==> src/rtl/hex_digit_scanner_pkg.sv <==
// rtl/hex_digit_scanner_pkg.sv - shared constants, slot-state encoding and width helper for the hex digit scanner
package hex_scan_pkg;

    localparam int NIBBLE_W     = 4;
    localparam int DEF_PRESCALE = 50000;
    localparam int DEF_DEAD     = 2;

    typedef enum logic {
        GUARD = 1'b0,
        DRIVE = 1'b1
    } slot_state_t;

    // Counter width for a 0..n-1 range, never narrower than one bit.
    function automatic int cnt_w(input int n);
        return (n > 1) ? $clog2(n) : 1;
    endfunction

endpackage

==> src/rtl/hex_digit_scanner_if.sv <==
// rtl/hex_digit_scanner_if.sv - load/data bus and display outputs of the hex digit scanner
interface hex_digit_scanner_if #(
    parameter int DIGITS = 4
);
    logic                  load;
    logic [4*DIGITS-1:0]   data;
    logic [4*DIGITS-1:0]   held;
    logic [3:0]            nibble;
    logic [DIGITS-1:0]     digit_en_n;
    logic                  blank;

    modport master (
        output load, data,
        input  held, nibble, digit_en_n, blank
    );

    modport slave (
        input  load, data,
        output held, nibble, digit_en_n, blank
    );
endinterface

==> src/rtl/hex_digit_scanner_prescaler.sv <==
// rtl/hex_digit_scanner_prescaler.sv - slot prescaler counting 0..PRESCALE-1 with end-of-slot tick
module scan_prescaler
    import hex_scan_pkg::*;
#(
    parameter  int PRESCALE = DEF_PRESCALE,
    localparam int PW       = cnt_w(PRESCALE)
) (
    input  logic          clk,
    input  logic          rst,
    output logic [PW-1:0] presc_next,
    output logic          tick
);

    logic [PW-1:0] presc;

    assign tick       = (presc == PW'(PRESCALE - 1));
    assign presc_next = tick ? '0 : presc + 1'b1;

    always_ff @(posedge clk or posedge rst) begin
        if (rst) begin
            presc <= '0;
        end else begin
            presc <= presc_next;
        end
    end

endmodule

==> src/rtl/hex_digit_scanner.sv <==
// rtl/hex_digit_scanner.sv - latches a hex word and scans it one nibble per slot with dead-time and leading-zero blanking
module hex_digit_scanner
    import hex_scan_pkg::*;
#(
    parameter int DIGITS   = 4,
    parameter int PRESCALE = DEF_PRESCALE,
    parameter int DEAD     = DEF_DEAD,
    parameter int BLANK_LZ = 1
) (
    input  logic               clk,
    input  logic               rst,
    hex_digit_scanner_if.slave bus
);

    localparam int DW = NIBBLE_W * DIGITS;
    localparam int PW = cnt_w(PRESCALE);
    localparam int IW = cnt_w(DIGITS);

    logic [PW-1:0]     presc_next;
    logic              tick;
    logic              in_guard;
    logic [DW-1:0]     held_q, held_next;
    logic [IW-1:0]     idx_q, idx_next;
    slot_state_t       state_q, state_next;
    logic [DIGITS-1:0] en_q, en_next;
    logic              blank_q, blank_next;
    logic              lz;

    scan_prescaler #(
        .PRESCALE (PRESCALE)
    ) u_prescaler (
        .clk        (clk),
        .rst        (rst),
        .presc_next (presc_next),
        .tick       (tick)
    );

    // Digit k>0 goes dark when it and every nibble above it are zero.
    function automatic logic lz_blanked(input logic [DW-1:0] v, input logic [IW-1:0] k);
        logic any_nz;
        any_nz = 1'b0;
        if (BLANK_LZ == 0 || k == '0) begin
            return 1'b0;
        end
        for (int j = 1; j < DIGITS; j++) begin
            if (j >= int'(k) && v[j*NIBBLE_W +: NIBBLE_W] != '0) begin
                any_nz = 1'b1;
            end
        end
        return !any_nz;
    endfunction

    generate
        if (DEAD == 0) begin : g_no_guard
            assign in_guard = 1'b0;
        end else begin : g_guard
            assign in_guard = (presc_next < PW'(DEAD));
        end
    endgenerate

    assign held_next = bus.load ? bus.data : held_q;
    assign idx_next  = !tick ? idx_q
                     : (idx_q == IW'(DIGITS - 1)) ? '0 : idx_q + 1'b1;

    // Outputs are precomputed from next-cycle state so they land in step with presc/idx.
    always_comb begin
        state_next = state_q;
        en_next    = '1;
        blank_next = 1'b1;
        lz         = lz_blanked(held_next, idx_next);
        case (state_q)
            GUARD:   if (!in_guard) state_next = DRIVE;
            DRIVE:   if (in_guard)  state_next = GUARD;
            default: state_next = GUARD;
        endcase
        if (state_next == DRIVE && !lz) begin
            en_next    = ~(DIGITS'(1) << idx_next);
            blank_next = 1'b0;
        end
    end

    always_ff @(posedge clk or posedge rst) begin
        if (rst) begin
            held_q  <= '0;
            idx_q   <= '0;
            state_q <= GUARD;
            en_q    <= '1;
            blank_q <= 1'b1;
        end else begin
            held_q  <= held_next;
            idx_q   <= idx_next;
            state_q <= state_next;
            en_q    <= en_next;
            blank_q <= blank_next;
        end
    end

    assign bus.held       = held_q;
    assign bus.nibble     = held_q[idx_q*NIBBLE_W +: NIBBLE_W];
    assign bus.digit_en_n = en_q;
    assign bus.blank      = blank_q;

endmodule

==> src/flat_wrapper.sv <==
// flat-port wrapper written by rule: the top's interface ports become plain ports
module hex_digit_scanner_flat import hex_scan_pkg::*;
#(
    parameter int DIGITS   = 4,
    parameter int PRESCALE = DEF_PRESCALE,
    parameter int DEAD     = DEF_DEAD,
    parameter int BLANK_LZ = 1
)
  (clk, rst, bus_load, bus_data, bus_held, bus_nibble, bus_digit_en_n, bus_blank);
  hex_digit_scanner_if #(.DIGITS(DIGITS)) bus_i ();
  input  logic clk;
  input  logic rst;
  input wire logic [$bits(bus_i.load)-1:0] bus_load;
  input wire logic [$bits(bus_i.data)-1:0] bus_data;
  output wire logic [$bits(bus_i.held)-1:0] bus_held;
  output wire logic [$bits(bus_i.nibble)-1:0] bus_nibble;
  output wire logic [$bits(bus_i.digit_en_n)-1:0] bus_digit_en_n;
  output wire logic [$bits(bus_i.blank)-1:0] bus_blank;
  assign bus_i.load = bus_load;
  assign bus_i.data = bus_data;
  assign bus_held = bus_i.held;
  assign bus_nibble = bus_i.nibble;
  assign bus_digit_en_n = bus_i.digit_en_n;
  assign bus_blank = bus_i.blank;
  hex_digit_scanner #(.DIGITS(DIGITS), .PRESCALE(PRESCALE), .DEAD(DEAD), .BLANK_LZ(BLANK_LZ)) u_core (.clk(clk), .rst(rst), .bus(bus_i));
endmodule
==> config.mk <==
export PLATFORM = sky130hd
export DESIGN_NAME = hex_digit_scanner_flat
export DESIGN_NICKNAME = d
export VERILOG_FILES = /design/src/rtl/hex_digit_scanner_pkg.sv /design/src/rtl/hex_digit_scanner_if.sv /design/src/rtl/hex_digit_scanner_prescaler.sv /design/src/rtl/hex_digit_scanner.sv /design/src/flat_wrapper.sv
export SDC_FILE = /design/constraint.sdc
export NUM_CORES = 1
export LEC_CHECK = 0
export CAP_MARGIN = 20
export CORE_MARGIN = 2
export CORE_UTILIZATION = 50
export CTS_CLUSTER_DIAMETER = 150
export CTS_CLUSTER_SIZE = 12
export DETAILED_ROUTE_END_ITERATION = 8
export PLACE_DENSITY = 0.83
export REMOVE_ABC_BUFFERS = 1
export SYNTH_ARGS = -nofsm -noshare
export SYNTH_HDL_FRONTEND = slang
export SYNTH_SLANG_ARGS = --single-unit
export TNS_END_PERCENT = 20
==> constraint.sdc <==
create_clock -name clk -period 2.21 [get_ports clk]
set_input_delay 0.3315 -clock clk [delete_from_list [all_inputs] [get_ports clk]]
set_output_delay 0.3315 -clock clk [all_outputs]
set_load 0.05 [all_outputs]
==> impl_metrics.json <==
{
  "status": "completed",
  "nNetsFinal": 253,
  "cp_cell_sequence": "nand3_1, nor4_2, mux2_2, o2111ai_1, o21bai_4, or3_1",
  "dieArea_sq_mm": 0.00473,
  "grt_usage_pct": 21.9,
  "grt_antenna_before_repair": 0,
  "fillCellCount": 310,
  "cp-start-kind": "flip-flop",
  "drv_cap": 0,
  "synth_warnings": 0,
  "path_buf_inv": 0,
  "pre_cts_ws_ps": -111,
  "sw_frac_of_total_pct": 26.2,
  "grt_pass1_vias": 1571,
  "drtIter0Drc": 92,
  "cts_root_buf": "clkbuf_8",
  "synth_common_cells": "dfrtp_1 (34), mux2_2 (18), nor2_1 (15)",
  "num_rows": 23,
  "synth-async-reset-ratio_pct": 100,
  "relSlewSlack_pct": 64.4,
  "synth_seq_area_share_pct": 46.8,
  "hpwl_um": 3430,
  "worst_skew_pair.late_latency_ps": 300,
  "cp_max_fo": 6,
  "ant_nets": 0,
  "hold_viol_final": 0,
  "diodes": 0,
  "io_buffers": 43,
  "synth_top_area_cell": "dfrtp_1",
  "holdWs_ps": 444,
  "wl_per_cell_um": 15.7,
  "via_count": 1535,
  "clock-sinks": 39,
  "drc": 0,
  "cts.htree.levels": 2,
  "ios": 44,
  "maxSlewViolCount": 0,
  "fin_util_pct": 68.4,
  "synth-edff-count": 0,
  "cts_made_buffers": 5,
  "slowest_stage": "dfrtp_1",
  "p_clk_share_pct": 39.1,
  "drt_wl_total_um": 4450,
  "ys_seq_elements": 39,
  "worst_slack_ps": 130,
  "ys.flop_type": "dfrtp_1",
  "netlist.area_leader.share_pct": 40.5,
  "required_ps": 2430,
  "die_width_um": 68.8,
  "clock_path_buffers": 2,
  "grt_overflow_total": 0,
  "power_switching_mw": 0.469,
  "intPower_mw": 1.32,
  "pwr-share-comb_pct": 17.7,
  "avgSynthCellArea_sq_um": 11.8,
  "die_y_um": 68.8,
  "fin_crit_ps": 2080,
  "pwr-share-seq_pct": 43.1,
  "fmax_mhz": 481,
  "ys_top_cells_by_area": "dfrtp_1 (41%), mux2_2 (9.7%), dfstp_2 (6.3%)",
  "globalplace.congestion": 0.848,
  "path_clk_slew_ps": 80,
  "routed_via_density": 5.42,
  "powerDensity_mw_per_mm2": 650,
  "rsz0062_at_grt": "no",
  "hold_path.class": "in2async",
  "grt_first_pass_wirelength_um": 7470,
  "syn_inst": 178,
  "cts_tree": "yes",
  "synth_area_sq_mm": 0.00210,
  "drt-pass1-iter-count": 4,
  "syn_to_final_growth_pct": 31.4,
  "slowest_delay_ps": 480,
  "worst_ep_arrival_time_ps": 2300,
  "p_leak_nw": 1.16,
  "critPathCaptureType": "flip-flop",
  "post-route-period-util_pct": 94.1,
  "initial_core_util_pct": 52.1,
  "path_delay_family": "simple AND/OR/NAND/NOR gates",
  "finClkSkew_ps": 5.34,
  "grt_max_degree": 40,
  "critPathKind": "reg2reg",
  "setup_viol": 0,
  "ir_worst_vdd_uv": 609,
  "worstMarginPinSlew_ps": 532,
  "synth.distinct_cells": 42,
  "drive_above_1_share_pct": 30.0,
  "synth_most_common_cell": "dfrtp_1",
  "coreArea_sq_mm": 0.00403
}
==> flip-flops by register name, indices dropped and copies added, names as in the netlist <==
| register | count |
|---|---|
| u_core.bus.held | 16 |
| u_core.u_prescaler.presc | 16 |
| u_core.bus.blank | 1 |
| u_core.bus.digit_en_n | 4 |
| u_core.idx_q | 2 |
==> power by group through the flow <==
stage          registers, mW  logic [mW]  clock network (mW)
6_report               0.772       0.318               0.701
5_1_grt                0.775       0.332               0.749
4_1_cts                0.772       0.320               0.723
3_5_place_dp           0.785       0.320                   0
3_3_place_gp           0.784       0.317                   0
2_1_floorplan          0.880      0.0873                   0
==> area by class of cell <==
class | instances | area, sq um | share of cell area, %
repair buffers | 61 | 556 | 20.2
flip-flops and latches | 39 | 985 | 35.7
clock buffers | 6 | 72.6 | 2.63
clock inverters | 2 | 60.1 | 2.18
inverters | 5 | 18.8 | 0.681
multi-input cells | 120 | 1000 | 36.4
well taps | 50 | 62.6 | 2.27
==> placed cells by master, fill, tap and decap left out, drive strengths merged, types with 6 or more instances in the layout <==
cell type	instances
buf	22
clkbuf	6
clkdlybuf4s50	39
dfrtp	34
mux2	18
nand2	9
nand3	10
nor2	16
nor4	9
xnor2	9
xor2	10
==> per-stage QoR <==
| step | instances | setup TNS, ps | area (sq um) | total power, mW |
|---|---|---|---|---|
| final | 283 | 0 | 2760 | 1.79 |
| after global routing | 283 | 0 | 2760 | 1.86 |
| after detailed placement | 275 | -111 | 2610 | 1.10 |
| after global placement | 275 | -56.4 | 2610 | 1.10 |
| after CTS | 283 | 0 | 2740 | 1.81 |
| after floorplan | 164 | 0 | 1990 | 0.968 |
==> worst register-to-register path, delay by kind of cell (launching register included) <==
kind / cells / cell delay, ps
flops: 1 / 480
compound gates: 2 / 250
mux: 1 / 380
simple gates: 3 / 900
==> what timing repair did <==
action | 4_1_cts | 5_1_grt
buffers inserted | 0 | 0
gates resized for setup | 0 | 5
endpoints found under the setup margin | 0 | 5
hold buffers | 0 | 0
==> routing by layer <==
metal  global-route usage, %  vias up  share of wire [%]
li1                        -      736                  -
met1                    27.7      773                 44
met2                    36.1       19                 51
met3                    6.33        7                3.1
met4                    7.60        0                1.5
met5                       0        -                  0
==> kinds of logic after synthesis <==
| logic type | share of synthesized area, % |
|---|---|
| compound gates | 3.22 |
| xor+xnor | 7.93 |
| fa+ha+maj | 1.19 |
| buf+inv | 6.08 |
| flops | 46.8 |
| mux | 14.9 |
| simple gates | 19.9 |
==> final timing paths <==
kind / from / endpoint / slack, ps / cells past startpoint
max in group asynchronous: rst / u_core.u_prescaler.presc[4] / 1410 / 3
hold / removal: rst / u_core.u_prescaler.presc[2] / 440 / 3
min in group clk: u_core.bus.held[11] / u_core.bus.held[11] / 560 / 1
hold reg to reg: u_core.bus.held[11] / u_core.bus.held[11] / 560 / 1
setup / recovery: u_core.u_prescaler.presc[6] / u_core.bus.digit_en_n[3] / 130 / 6
setup reg to reg: u_core.u_prescaler.presc[6] / u_core.bus.digit_en_n[3] / 130 / 6
Note: power is estimated with default switching activity, not from simulation.
==> RTL change 1, RTL diff (config.mk and constraints unchanged) <==
Reset style: synchronous (`rst`), changed in 2 clocked blocks.
--- a/src/rtl/hex_digit_scanner_prescaler.sv
+++ b/src/rtl/hex_digit_scanner_prescaler.sv
@@ -18,3 +18,3 @@
 
-    always_ff @(posedge clk or posedge rst) begin
+    always_ff @(posedge clk) begin
         if (rst) begin
--- a/src/rtl/hex_digit_scanner.sv
+++ b/src/rtl/hex_digit_scanner.sv
@@ -81,3 +81,3 @@
 
-    always_ff @(posedge clk or posedge rst) begin
+    always_ff @(posedge clk) begin
         if (rst) begin
Formal check against the unedited RTL: differs if rst is asserted again (counterexample within 4 cycles, from zero or initial values and one cycle with rst high); with rst held inactive, the same outputs for 10 cycles.
==> RTL change 1 against the original RTL <==
  * Setup slack got worse by 0.023 ns
  * Routed wire length fell by 2.7%
  * First-iteration DRC count rose by 21%
  * Total power fell by 9.8%
  * Cell area fell by 6.8%
  * Area after synthesis fell by 6.4%
  * Combinational power fell by 9.7%
  * Sequential cell count did not move
  * Synthesized cell count rose by 20%
  * Non-clock buffer count fell by 7
  * Critical endpoint is now u_core.bus.blank
  * Largest power group unchanged
  * Highest routed layer unchanged
==> RTL change 1: results (changes against the original RTL) <==
synth:
  synth_xor_area_share_pct: 6.688  # -1.2 points
  ys_top_cells_by_area: "dfxtp_1 40%, mux2i_1 10%, nor2_1 7.8%"
  yosys-top-cells-count: "41 x nor2_1, 39 x dfxtp_1, 20 x mux2i_1"
  synth_ff_type: "dfxtp_1"
  async_flop_share_pct: 0  # -100 points
  synth_mux_area_share_pct: 15.35  # +0.44 points
pwr:
  p_leak_uw: 0.0009568  # -17%
  peakVddDrop_mv: 0.3952  # -35%
  swShare_pct: 27.09  # +0.90 points
critical_path:
  endpoint: "u_core.bus.blank"
  r2r_slack_ns: 0.11  # -0.02 ns
  cpPeakStageDelay_ns: 0.58  # +0.10 ns
  critPathLaunch: "u_core.u_prescaler.presc[5]"
hold_path:
  hold_path.class: "register to register"
timing:
  period_share_pct: 95.17  # +1.1 points
  tightest_slew_ns: 0.5091  # -0.02261 ns
grt:
  grt_pass1_vias: 1559  # -0.76%
  grt_start_max_net_pins: 21  # -48%
  grt_pass1_wl_um: 7272  # -2.6%
place:
  dpl.hpwl_um: 3303  # -3.8%
  place_area_mm2: 0.002455  # -5.9%
  dp_cells: 301  # +9.5%
  gp_congestion: 0.8537  # +0.67%
detailed_routing:
  drt-vias-per-instance: 5.510  # +1.6%
  drt-initial-drc-count: 111  # +21%
  vias: 1697  # +11%
finish:
  nets: 281  # +11%
  fillers: 313  # +0.97%
  multiInputGateArea_mm2: 0.001107  # +10%
  final_layout_size_suffix_gt1_share_pct: 15.38  # -15 points
status:
  status: "complete, no violations"
-- RTL change 1: cell families after synthesis --
logic type,after synthesis
compound gates,18
mux,25
xor+xnor,15
flops,39
buf+inv,17
fa+ha+maj,2
simple gates,97
-- RTL change 1: how the worst min path moves through the flow --
stage / from / to / slack (ns)
6_report: u_core.u_prescaler.presc[0] / u_core.u_prescaler.presc[0] / 0.45
5_1_grt: u_core.u_prescaler.presc[0] / u_core.u_prescaler.presc[0] / 0.49
4_1_cts: u_core.u_prescaler.presc[0] / u_core.u_prescaler.presc[0] / 0.50
3_5_place_dp: u_core.u_prescaler.presc[0] / u_core.u_prescaler.presc[0] / 0.48
3_3_place_gp: u_core.u_prescaler.presc[0] / u_core.u_prescaler.presc[0] / 0.45
2_1_floorplan: rst / u_core.bus.held[0] / 0.40
-- RTL change 1: cell type report --
cell class | count | share of cell area (%)
sequential | 39 | 30.43
timing repair buffer | 54 | 19.57
clock inverter | 2 | 1.461
inverter | 3 | 0.4382
tap | 48 | 2.337
clock buffer | 5 | 2.678
multi-input combinational | 157 | 43.09
-- RTL change 1: repair_timing --
item	CTS	global route
hold buffers	0	0
setup endpoints to repair	0	5
gates resized for setup	0	3
-- RTL change 1: per-layer routing --
layer	global-route usage [%]	vias up	part of all wire (%)
li1	-	851	-
met1	28.68	800	47
met2	34.38	40	47
met3	5.574	6	5.3
met4	8.418	0	1.4
met5	0	-	0
-- RTL change 1: metrics by stage --
step / total power (uW) / hold slack, ns
after global routing: 1685 / 0.4890
after CTS: 1632 / 0.4987
after global placement: 1053 / 0.4547
after detailed placement: 1058 / 0.4812
after floorplan: 933.6 / 0.4039
final: 1616 / 0.4547
==> RTL change 2, RTL diff (config.mk and constraints unchanged) <==
Without the edit above. The package constant `DEF_PRESCALE` goes from 50000 to 25000.
--- a/src/rtl/hex_digit_scanner_pkg.sv
+++ b/src/rtl/hex_digit_scanner_pkg.sv
@@ -4,3 +4,3 @@
     localparam int NIBBLE_W     = 4;
-    localparam int DEF_PRESCALE = 50000;
+    localparam int DEF_PRESCALE = 25000;
     localparam int DEF_DEAD     = 2;
Behaviour: no difference found for any inputs over 10 cycles, from zero or initial values and one cycle with rst high; that may be too few to reach the edited logic, so the function may still have changed.
==> RTL change 2 against the original RTL <==
  * The run now ends with setup timing left
  * Routed wire length decreased by 1.1%
  * Setup slack got worse by 0.17 ns
  * Sequential cell count decreased by 1
  * First-iteration DRC count decreased by 2.2%
  * Total power decreased by 0.15%
  * Area after synthesis decreased by 11%
  * Cell count decreased by 4.9%
  * Synthesized cell count decreased by 12%
  * Global-route usage increased by 0.40 points
  * Cell area decreased by 4.9%
  * Highest routed layer unchanged
==> RTL change 2: results (changes against the original RTL) <==
status:
  status: "finished, violations left"
  violations: "setup timing"
grt:
  grt_pass1_wl_um: 7038  # -5.7%
  met2_usage_pct: 40.85  # +4.8 points
  use_met3_pct: 6.076  # -0.25 points
  met1_usage_pct: 24.71  # -2.9 points
  gr-usage-all-layers_pct: 22.32  # +0.40 points
  grt_start_max_net_pins: 39  # -2.5%
finish:
  multiInputGateArea_um2: 863.3  # -14%
  clk_share_pct: 5.248  # +0.44 points
  final_layout_size_suffix_gt1_share_pct: 29.86  # -0.18 points
  seq_area_um2: 957.2  # -2.8%
  finalNonFillerCells: 269  # -4.9%
  nets: 241  # -4.7%
  area_share_nonclk_buffers_pct: 22.33  # +2.2 points
  fillers: 259  # -16%
  largest_reg_flops: 16
  multiInputCombCellCount: 105  # -13%
  non_clock_buffer_count: 65  # +6.6%
critical_path:
  worstPathMaxFanout: 5  # -1
  reg2reg_depth: 7  # +1
  worstPathArrival_ns: 2.48  # +0.18 ns
  slowest_stage: "or4_4"
  critPathLaunch: "u_core.u_prescaler.presc[0]"
place:
  io_buffers: 43  # unchanged
  gp_congestion: 0.8692  # +2.5%
  pre_cts_ws_ns: -0.2394  # -0.1288 ns
  dp_cells: 260  # -5.5%
  dpl.hpwl_um: 3333  # -2.9%
synth:
  synth.distinct_cells: 40  # -4.8%
  synth-seq-cells: 38  # -2.6%
  yosys-top-cells-count: "33 x dfrtp_1, 15 x nor2_1, 12 x mux2_2"
  synth_warnings: 0  # unchanged
  synthesis.instances: 156  # -12%
  yosysSeqAreaShare_pct: 51.48  # +4.7 points
  ys_top_cells_by_area: "dfrtp_1 44%, mux2_2 7.3%, dfstp_2 7.1%"
clock_network:
  postCtsResizedCells: 2  # +2
  cts_setup_buffers: 0  # unchanged
  clock-root-buffer: "clkbuf_8"
pwr:
  p_clk_share_pct: 39.4  # +0.3 points
  p_leak_uw: 0.001131  # -2.4%
  p_switching_uw: 476.0  # +1.5%
  peakVddDrop_mv: 0.5621  # -7.7%
  sequentialPower_uw: 752  # -2.6%
detailed_routing:
  drt-met1-wl_um: 1721  # -12%
  met3_length_um: 299  # +120%
  wl_met2_um: 2315  # +1.4%
  avgRoutedWirePerCell_um: 16.34  # +4.0%
  drt-initial-drc-count: 90  # -2.2%
  vias: 1484  # -3.3%
timing:
  whs_ns: 0.4394  # -0.004456 ns
  layout_setup_ws_ns: -0.03552  # -0.1657 ns
  skew_ns: 0.01064  # +0.005306 ns
  finalSetupViolations: 5  # +5
  tightest_slew_ns: 0.5123  # -0.01934 ns
hold_path:
  hold_path.class: "input port to async pin"
[RTL change 2: cell types whose count changed after synthesis, sizes merged, moves of 3 or more]
cell and delta:
buf -7, nand2 -6, nand3 -3, nor4 -5
o21ai +3, xor2 -4
[RTL change 2: logic make-up after synthesis]
kind of cell / Yosys count / share of synthesized area, %
adders and majority gates: 2 / 1.346
xor gates and xnor gates: 14 / 6.595
and+or+nand+nor: 51 / 16.08
buffers and inverters: 13 / 2.691
muxes: 22 / 15.61
DFF: 38 / 51.48
AOI/OAI and AO/OA: 16 / 6.191
[RTL change 2: per-stage QoR]
stage | cell area (um2) | power (uW) | TNS, ns | util, %
5_1_grt | 2623 | 1854 | -0.3783 | 72.73
6_report | 2623 | 1789 | -0.1007 | 72.73
2_1_floorplan | 1828 | 948.4 | 0 | -
3_5_place_dp | 2466 | 1098 | -0.6236 | 68.39
4_1_cts | 2613 | 1808 | -0.1037 | 72.45
3_3_place_gp | 2466 | 1090 | -0.2986 | 68.39
